===== src/rtl/encoder_8to3_reg.sv =====
`default_nettype none
// ============================================================================
//  Module   : encoder_8to3_reg
//  Brief    : Registered 8-to-3 priority encoder with a sticky request
//             register and a valid/ack presentation handshake. The highest
//             pending index is presented on {A,B,C}; acknowledged codes are
//             retired and the next one follows without an idle bubble.
//  Config   : ENC_EDGE_DETECT_EN - when defined, a request is a high-to-low
//             transition of Y_n[i]; otherwise a low level on Y_n[i].
//  Revision : 1.0 - initial release
// ============================================================================
module encoder_8to3_reg (
    input  logic       clk,
    input  logic       rst,
    input  logic [7:0] Y_n,
    input  logic       en,
    input  logic       ack,
    output logic       A,
    output logic       B,
    output logic       C,
    output logic       valid,
    output logic       multi
);

    typedef enum logic [0:0] {
        ST_IDLE    = 1'b0,
        ST_PRESENT = 1'b1
    } state_t;

    state_t      r_state;
    logic [7:0]  r_pending;
    logic [2:0]  r_code;
    logic        r_multi;

    logic [7:0]  w_request;
    logic [7:0]  w_set;
    logic [7:0]  w_code_mask;
    logic        w_ack_fire;
    logic        w_keep;
    logic [7:0]  w_pool;
    logic [2:0]  w_idle_pick;
    logic [7:0]  w_idle_rest;
    logic [2:0]  w_next_pick;
    logic [7:0]  w_next_rest;
    logic [7:0]  w_pending_next;

    // Index of the highest set bit; zero when the vector is empty
    // (callers only use the result when the vector is nonzero).
    function automatic logic [2:0] f_highest(input logic [7:0] vec);
        logic [2:0] idx;
        idx = 3'd0;
        for (int i = 0; i < 8; i++) begin
            if (vec[i]) begin
                idx = 3'(i);
            end
        end
        return idx;
    endfunction

    function automatic logic [7:0] f_onehot(input logic [2:0] idx);
        return 8'b0000_0001 << idx;
    endfunction

`ifdef ENC_EDGE_DETECT_EN
    logic [7:0] r_prev_n;

    // Track the previous request-line levels so only falling edges count.
    always_ff @(posedge clk) begin
        if (rst) begin
            r_prev_n <= 8'hFF;
        end else begin
            r_prev_n <= Y_n;
        end
    end

    assign w_request = r_prev_n & ~Y_n;
`else
    assign w_request = ~Y_n;
`endif

    assign w_set       = en ? w_request : 8'h00;
    assign w_code_mask = f_onehot(r_code);
    assign w_ack_fire  = (r_state == ST_PRESENT) & ack;
    // A fresh request for the code being retired keeps that bit pending.
    assign w_keep      = |(w_set & w_code_mask);
    // Pre-edge requests still waiting once the presented code is retired.
    assign w_pool      = r_pending & ~w_code_mask;

    // Selection helpers for the IDLE load and the post-ack load.
    always_comb begin
        w_idle_pick    = f_highest(r_pending);
        w_idle_rest    = r_pending & ~f_onehot(w_idle_pick);
        w_next_pick    = f_highest(w_pool);
        w_next_rest    = w_pool & ~f_onehot(w_next_pick);
        w_pending_next = w_ack_fire ? (w_pool | w_set) : (r_pending | w_set);
    end

    // Sticky request register: new requests OR in every cycle, ack retires.
    always_ff @(posedge clk) begin
        if (rst) begin
            r_pending <= 8'h00;
        end else begin
            r_pending <= w_pending_next;
        end
    end

    // Presentation FSM; code and multi only change when a code is loaded.
    // After an ack, multi also counts the retired bit when a same-cycle
    // request kept it pending behind the newly loaded code.
    always_ff @(posedge clk) begin
        if (rst) begin
            r_state <= ST_IDLE;
            r_code  <= 3'b000;
            r_multi <= 1'b0;
        end else begin
            case (r_state)
                ST_IDLE: begin
                    if (|r_pending) begin
                        r_code  <= w_idle_pick;
                        r_multi <= |w_idle_rest;
                        r_state <= ST_PRESENT;
                    end
                end
                ST_PRESENT: begin
                    if (ack) begin
                        if (|w_pool) begin
                            r_code  <= w_next_pick;
                            r_multi <= (|w_next_rest) | w_keep;
                        end else if (w_keep) begin
                            r_multi <= 1'b0;
                        end else begin
                            r_multi <= 1'b0;
                            r_state <= ST_IDLE;
                        end
                    end
                end
                default: begin
                    r_state <= ST_IDLE;
                end
            endcase
        end
    end

    assign {A, B, C} = r_code;
    assign valid     = (r_state == ST_PRESENT);
    assign multi     = r_multi;

endmodule
`default_nettype wire


===== config.mk =====
export PLATFORM = sky130hd
export DESIGN_NAME = encoder_8to3_reg
export DESIGN_NICKNAME = d
export VERILOG_FILES = /design/src/rtl/encoder_8to3_reg.sv
export SDC_FILE = /design/constraint.sdc
export NUM_CORES = 1
export LEC_CHECK = 0
export BUFFER_PORTS_ARGS = -buffer_cell sky130_fd_sc_hd__buf_2
export CORE_ASPECT_RATIO = 0.8
export CORE_MARGIN = 2
export CORE_UTILIZATION = 51
export CTS_CLUSTER_SIZE = 12
export DETAILED_ROUTE_END_ITERATION = 16
export GPL_TIMING_DRIVEN = 1
export PLACE_DENSITY = 0.8
export SLEW_MARGIN = 25
export SYNTH_ARGS = -nofsm -noshare
export SYNTH_HDL_FRONTEND = slang
export SYNTH_SLANG_ARGS = --single-unit

===== constraint.sdc =====
create_clock -name clk -period 1.8 [get_ports clk]
set_clock_uncertainty 0.1 [all_clocks]
set_input_delay 0.09 -clock clk [delete_from_list [all_inputs] [get_ports clk]]
set_output_delay 0.09 -clock clk [all_outputs]
set_load 0.005 [all_outputs]

# After elaboration in Yosys (flattened, before gate mapping)
# Index checks and enable logic that the tools add are counted.
# op_classes
eq_ne,3
n_shift,3
muxes,29
bitwise,13
n_reduce_logical,7
# op_table
cell,n
$mux W3,15
$reduce_or A8 Y1,5
$and A8 B8 Y8,4
$not A8 Y8,4
$shl A1 B3 Y8 const A,3
$mux W8,2
$or A8 B8 Y8,2
$mux W1,9
$pmux W3 S2,1
$ne A2 B2 Y1 const B,2
$pmux W1 S2,2
$reduce_and A3 Y1,1
$ne A2 B1 Y1 const B,1
$reduce_and A2 Y1,1
$and A1 B1 Y1,1
$not A1 Y1,1
$or A1 B1 Y1,1
# word_totals
regBits,13

# Logic depth before layout (Yosys ltp)
# Gate-level depths: netlist (run 1).
# depth
ltp_word,18
ltp_mapped,7
depth_no_buf,6

# Least setup slack after synthesis (run 1)
# No wires, ideal clock.
# synth_timing
kind,reg-to-reg
startpoint,register r_code[0]
endpoint,register r_code[1]
arrival_time_ns,1.544
path_slack_ns,0.028
stages_incl_launch_ff,8
cell_sequence,dfxtp_1 > buf_6 > mux2_4 > o22a_4 > nor4_4 > o21ai_2 > mux2i_1 > nor2_1
# synth_between
elab_chain_cells,12
# synth_rtl
item,line,source
"start, declared",32,logic [2:0] r_code;
"start signal, assigned",119,r_code <= w_idle_pick;
"start signal, assigned",127,r_code <= w_next_pick;
$shl A1 B3 Y8 (*),61,return 8'b0000_0001 << idx;
$not A8 Y8 (*),87,assign w_pool = r_pending & ~w_code_mask;
$and A8 B8 Y8 (*),87,
$mux W3 (6 in a row),53,if (vec[i]) begin
$mux W3,126,if (|w_pool) begin
$mux W3,125,if (ack) begin
$pmux W3 S2,116,case (r_state)
# Every way passes the cells marked *; elsewhere a longest branch is shown, timed or not. The select of a mux whose other input is x is not followed.
# A chain may end at the register's enable or synchronous reset.

# Worst setup path after layout (run 1)
# Ends and elaborated chain as after synthesis.

==> qor.txt, run 1 <==
status: finished with violations
failing checks: setup timing
synth top area cells: dfxtp_1, a21oi_1, mux2i_1, nand2b_1, nor2_1
Syn Area/Cell: 7.94 um^2
die area: 0.00266 mm^2
Switching Fraction: 0.407
die height: 46.5 um
routed vias: 1385
nature of the critical path endpoint: flip-flop
Antenna Nets Post-Route: 0
post-synthesis sequential area ratio: 0.226
ratio of cells with drive above 1 in the final layout: 0.376
final setup fails: 4
share of the synthesized area in the top cell type: 0.226
Most used DFF post-synth: dfxtp_1
All-Layer GR Usage: 0.294
Synth top cells by count: a21oi_1, nor2_1, dfxtp_1
HPWL after detailed placement: 2.55 mm
clock power share: 0.152
fin crit share: 1.04
GR Overflow Total: 0
largest net degree at the start of global routing: 15
most frequent cell after synthesis: a21oi_1
Die Width: 57.1 um
Site Rows: 15
Tot Pwr: 1.26 mW
worst hold path stage count: 3
Int Pwr: 0.744 mW
CTS sink cnt: 13
Final WS setup: -0.0791 ns
Post-Synthesis Cells: 145
vias per cell: 6.72
Core ar.: 0.00214 mm^2
Final Instance Area: 0.00151 mm^2
CTS tree: yes
Clk Latency, worst-skew pair: 0.28 ns
Initial DRC Count: 95
post-route DRC violation count: 0
Ports: 17
Placed Area: 0.00136 mm^2
Initial Utilization: 0.538
Cell variety after synth: 44
IR drop worst, VDD: 0.632 mV
crit path max fanout: 6
worst reg-to-reg path cell count: 6
Worst EP arrival: 1.95 ns
IO Port Bufs: 16
H-tree Lvls: 1
Area Overhead vs Synth: 31.5%
Mapped Nets: 157
GPL Wtd Cong: 0.885
Seq pwr share: 0.322
final core occ: 0.708
synthesis-stage register bit count: 13
Logic pwr share: 0.526
setup tns final: -0.115 ns
async set-reset flop share out of synthesis: 0
Max Freq: 532 MHz
mapped cell area: 0.00115 mm^2
clk buf depth: 2
critical path class: flip-flop to flip-flop
Detailed Route WL: 4.02 mm
power per cell area: 829 mW/mm^2
Worst Tran Pin Value: 0.332 ns
1st-pass router iterations: 5
Synth area leader: dfxtp_1
RSZ-0062 raised after global routing: true
initial antenna violation count: 0
Hold Vio Cnt, Final: 0
Max Cap Viol: 0
CTS Buf Count: 3
Startpoint Class: flip-flop
Tmin final: 1.88 ns
P_sw: 0.511 mW
Min-Delay Path Class: input port to flip-flop
Pleak: 0.593 nW
NumNets Final: 194
Post-synth EDFFs: 0
fin. max-slew vios: 0
pre-CTS setup slack: -0.265 ns
Req. time, crit path: 1.88 ns
clk root buf: clkbuf_4
synthesis warning total: 0
n_diodes: 0
WL per Instance: 19.5 um
Worst slew margin: 0.778
number of global-route vias before repair: 1217
clk slew on worst S/H paths: 0.09 ns
first-pass GRT wire length: 5.82 mm
sequential cells by signal, summed over array words and instances, names as in the netlist:
name	cells
multi	1
r_code	3
r_pending	8
valid	1
cell type report:
class,instances,area (um^2)
well taps,25,31.3
inverters,4,15.0
flip-flops and latches,13,274
fillers,159,626
repair buffers,45,327
multi-input cells,115,841
clock buffers,4,26.3
placed cells by master (no fill, tap or decap), types with 3 or more instances in the layout:
master / instances
buf_4: 20
a21oi_1: 19
buf_2: 16
nor2_1: 15
nand2b_1: 10
nand2_1: 8
mux2i_1: 7
dfxtp_1: 6
o21ai_0: 5
dlygate4sd3_1: 5
dfxtp_2: 5
inv_1: 4
a31oi_1: 4
nor3_1: 4
o31ai_1: 4
nand3_1: 3
clkbuf_4: 3
metrics by stage:
step / hold slack, ns / cells
floorplan: 0.0591 / 145
global placement: 0.266 / 194
detailed placement: 0.280 / 194
CTS: 0.000538 / 206
global route: 0.0160 / 206
finish: 0.00414 / 206
layer usage:
layer,vias up,global-route usage,wire length (um),share of wire
li1,614,-,-,-
met1,641,0.362,1500,0.37
met2,101,0.526,1970,0.49
met3,29,0.0337,355,0.088
met4,0,0.135,201,0.050
met5,-,0,0,0
power by group through the flow:
stage          combinational (mW)  clock [mW]  sequential (mW)
2_1_floorplan               0.402           0            0.353
3_3_place_gp                0.539           0            0.396
3_5_place_dp                0.559           0            0.398
4_1_cts                     0.606       0.184            0.393
5_1_grt                     0.697       0.197            0.410
6_report                    0.661       0.190            0.404
critical path, cell delays in order, from the launching register on:
cell and delay, ns:
dfxtp_4 0.43, mux2i_4 0.28, a21oi_4 0.11, nor4_4 0.38, o21ai_2 0.16, mux2i_1 0.25, nor2_1 0.06
logic make-up (layout without fill, tap and decap cells):
kind of cell	count (synthesis)	after routing	synth area share
AND/OR/NAND/NOR	49	49	0.227
AO/OA/AOI/OAI	53	53	0.327
flip-flops	13	13	0.226
XOR/XNOR	1	1	0.00761
multiplexers	12	12	0.134
buffers and inverters	17	53	0.0782
repair_timing:
action,4_1_cts,5_1_grt
hold buffers,5,0
buffers inserted,3,0
endpoints found under the setup margin,5,5
hold endpoints to repair,5,0
gates resized for setup,9,12
pin swaps,1,3
worst paths after layout:
path                           start  slack, ns                 endpoint
min reg2reg  r_pending[0]$_SDFF_PP0_       0.46  r_pending[0]$_SDFF_PP0_
max reg2reg   r_code[0]$_SDFFE_PP0P_      -0.08   r_code[1]$_SDFFE_PP0P_
min                           Y_n[4]      0.004  r_pending[4]$_SDFF_PP0_
max           r_code[0]$_SDFFE_PP0P_      -0.08   r_code[1]$_SDFFE_PP0P_
Power figures use the tool's default switching activity.
==> inputs of run 2 (changes only) <==
==> constraint.sdc (replaced) <==
create_clock -name clk -period 1.8 [get_ports clk]
set_clock_uncertainty 0.1 [all_clocks]
set_input_delay 0.36 -clock clk [delete_from_list [all_inputs] [get_ports clk]]
set_output_delay 0.36 -clock clk [all_outputs]
set_load 0.005 [all_outputs]
==> qor.txt, run 2 (synthesis results as in run 1) <==
cts hold-fix bufs: 0 (-5)
Final WS setup: -0.0749 ns (+0.00411 ns)
critical path class: flip-flop to flip-flop
r2r startpoint: r_code[0]$_SDFFE_PP0P_
NumNets Final: 189 (-2.6%)
routed vias: 1336 (-3.5%)
first-pass GRT wire length: 5.59 mm (-3.9%)
initial antenna violation count: 0 (unchanged)
IR drop worst, VDD: 0.733 mV (+16%)
most common cell after layout, fill and taps aside: buf_4
biggest regs: r_pending x8, r_code x3
GR Overflow Total: 0 (unchanged)
r2r setup slk: -0.07 ns (about the same)
die height: 46.5 um (unchanged)
worst hold path stage count: 3 (unchanged)
min-delay src: Y_n[3]
Hold WS: 0.254 ns (+0.250 ns)
Antenna Nets Post-Route: 0 (unchanged)
Placed Area: 0.00136 mm^2 (unchanged)
Tot Pwr: 1.23 mW (-2.1%)
Largest Register: r_pending
final setup fails: 2 (-2)
Final Instance Area: 0.00147 mm^2 (-3.1%)
Detailed Route WL: 3.66 mm (-9.1%)
All-Layer GR Usage: 0.282 (-0.0117)
status: finished with violations
Inst Count DP: 194 (unchanged)
crit path max fanout: 6 (unchanged)
Startpoint Class: flip-flop
Largest register FFs: 8 (unchanged)
largest net degree at the start of global routing: 15 (unchanged)
ratio of cells with drive above 1 in the final layout: 0.386 (+0.0107)
1st-pass router iterations: 4 (-1)
GPL Wtd Cong: 0.885 (unchanged)
clk slew on worst S/H paths: 0.08 ns (about the same)
Initial DRC Count: 93 (-2.1%)
fin. max-slew vios: 0 (unchanged)
Worst Hold End: r_pending[3]$_SDFF_PP0_
failing checks: setup timing
nature of the critical path endpoint: flip-flop
post-route DRC violation count: 0 (unchanged)
CTS tree: yes
Core ar.: 0.00214 mm^2 (unchanged)
fin crit share: 1.04 (-0.00229)
power per cell area: 838 mW/mm^2 (+1.1%)
Multi-input gate area: 845 um^2 (+0.45%)
r2r endpoint: valid$_SDFF_PP0_
Site Rows: 15 (unchanged)
pre-CTS setup slack: -0.265 ns (unchanged)
Ports: 17 (unchanged)
vias per cell: 6.65 (-1.1%)
number of global-route vias before repair: 1156 (-5.0%)
Max Cap Viol: 0 (unchanged)
clk root buf: clkbuf_4
setup tns final: -0.135 ns (-0.0207 ns)
clk buf depth: 2 (unchanged)
Pleak: 0.575 nW (-2.9%)
Worst Tran Pin Value: 0.316 ns (-0.0167 ns)
CTS sink cnt: 13 (unchanged)
Initial Utilization: 0.538 (unchanged)
Die Width: 57.1 um (unchanged)
Max Freq: 533 MHz (+0.22%)
non-filler cells, final: 201 (-2.4%)
Worst slew margin: 0.788 (+0.00988)
most frequent cells in the layout: buf_4, a21oi_1, buf_2
Area Overhead vs Synth: 27.4%
Min-Delay Path Class: input port to flip-flop
Req. time, crit path: 1.91 ns (+0.03 ns)
Clk Latency, worst-skew pair: 0.27 ns (about the same)
n_diodes: 0 (unchanged)
die area: 0.00266 mm^2 (unchanged)
fillers: 168 (+5.7%)
WL per Instance: 18.2 um (-6.9%)
Tmin final: 1.87 ns (-0.00411 ns)
FF/Latch Area: 273 um^2 (-0.46%)
H-tree Lvls: 1 (unchanged)
Worst EP arrival: 1.99 ns (+0.04 ns)
worst reg-to-reg path cell count: 6 (unchanged)
Hold Vio Cnt, Final: 0 (unchanged)
CTS Buf Count: 3 (unchanged)
HPWL after detailed placement: 2.55 mm (unchanged)
IO Port Bufs: 16 (unchanged)
RSZ-0062 raised after global routing: true
final core occ: 0.685 (-0.0222)
==> run 2: changes by cell type in the layout (fill, tap and decap cells not counted) <==
| cell | change |
|---|---|
| dlygate4sd3_1 | -5 |
| dfxtp_2 | +2 |
| mux4_1 | +1 |
| dfxtp_4 | -1 |
| dfxtp_1 | -1 |
| mux4_2 | -1 |
==> run 2: worst max-delay path, cell delays in order (launching register included) <==
cell and delay (ns):
dfxtp_4 0.43, buf_6 0.12, mux4_1 0.56, mux2i_1 0.23, and2_4 0.20, o21ai_1 0.05, a21oi_1 0.12
==> run 2: layer usage <==
layer,track usage,up-vias,part of all wire
met5,0,-,0
met4,0.140,0,0.027
met1,0.360,614,0.39
met3,0.0393,18,0.10
met2,0.478,104,0.49
li1,-,600,-
==> run 2: where the power goes <==
group	internal (mW)	leakage, nW	total [mW]	switching, mW
registers	0.328	0.111	0.402	0.0746
logic	0.322	0.450	0.644	0.323
clock network	0.0858	0.0150	0.182	0.0962
total	0.735	0.575	1.23	0.493
==> run 2: repair_timing <==
action                     CTS  global route
pin swaps                    1             3
setup endpoints to repair    5             6
gates resized for setup      9            11
setup buffers                3             0
==> run 2: layout make-up <==
cell class	count	area share
clock buffer	4	0.0179
inverter	4	0.0102
multi-input combinational	115	0.576
sequential	13	0.186
tap	25	0.0213
timing repair buffer	40	0.189
==> run 2: worst max-delay path by stage <==
| stage | from | endpoint | slack (ns) | cells after the start |
|---|---|---|---|---|
| global placement | r_code[0]$_SDFFE_PP0P_ | multi$_SDFFE_PP0P_ | -0.14 | 6 |
| detailed placement | r_code[0]$_SDFFE_PP0P_ | multi$_SDFFE_PP0P_ | -0.27 | 6 |
| floorplan | r_code[0]$_SDFFE_PP0P_ | r_code[1]$_SDFFE_PP0P_ | 0.03 | 7 |
| finish | r_code[0]$_SDFFE_PP0P_ | valid$_SDFF_PP0_ | -0.07 | 6 |
| CTS | r_code[0]$_SDFFE_PP0P_ | valid$_SDFF_PP0_ | -0.01 | 7 |
| global route | r_code[0]$_SDFFE_PP0P_ | r_code[1]$_SDFFE_PP0P_ | -0.09 | 6 |
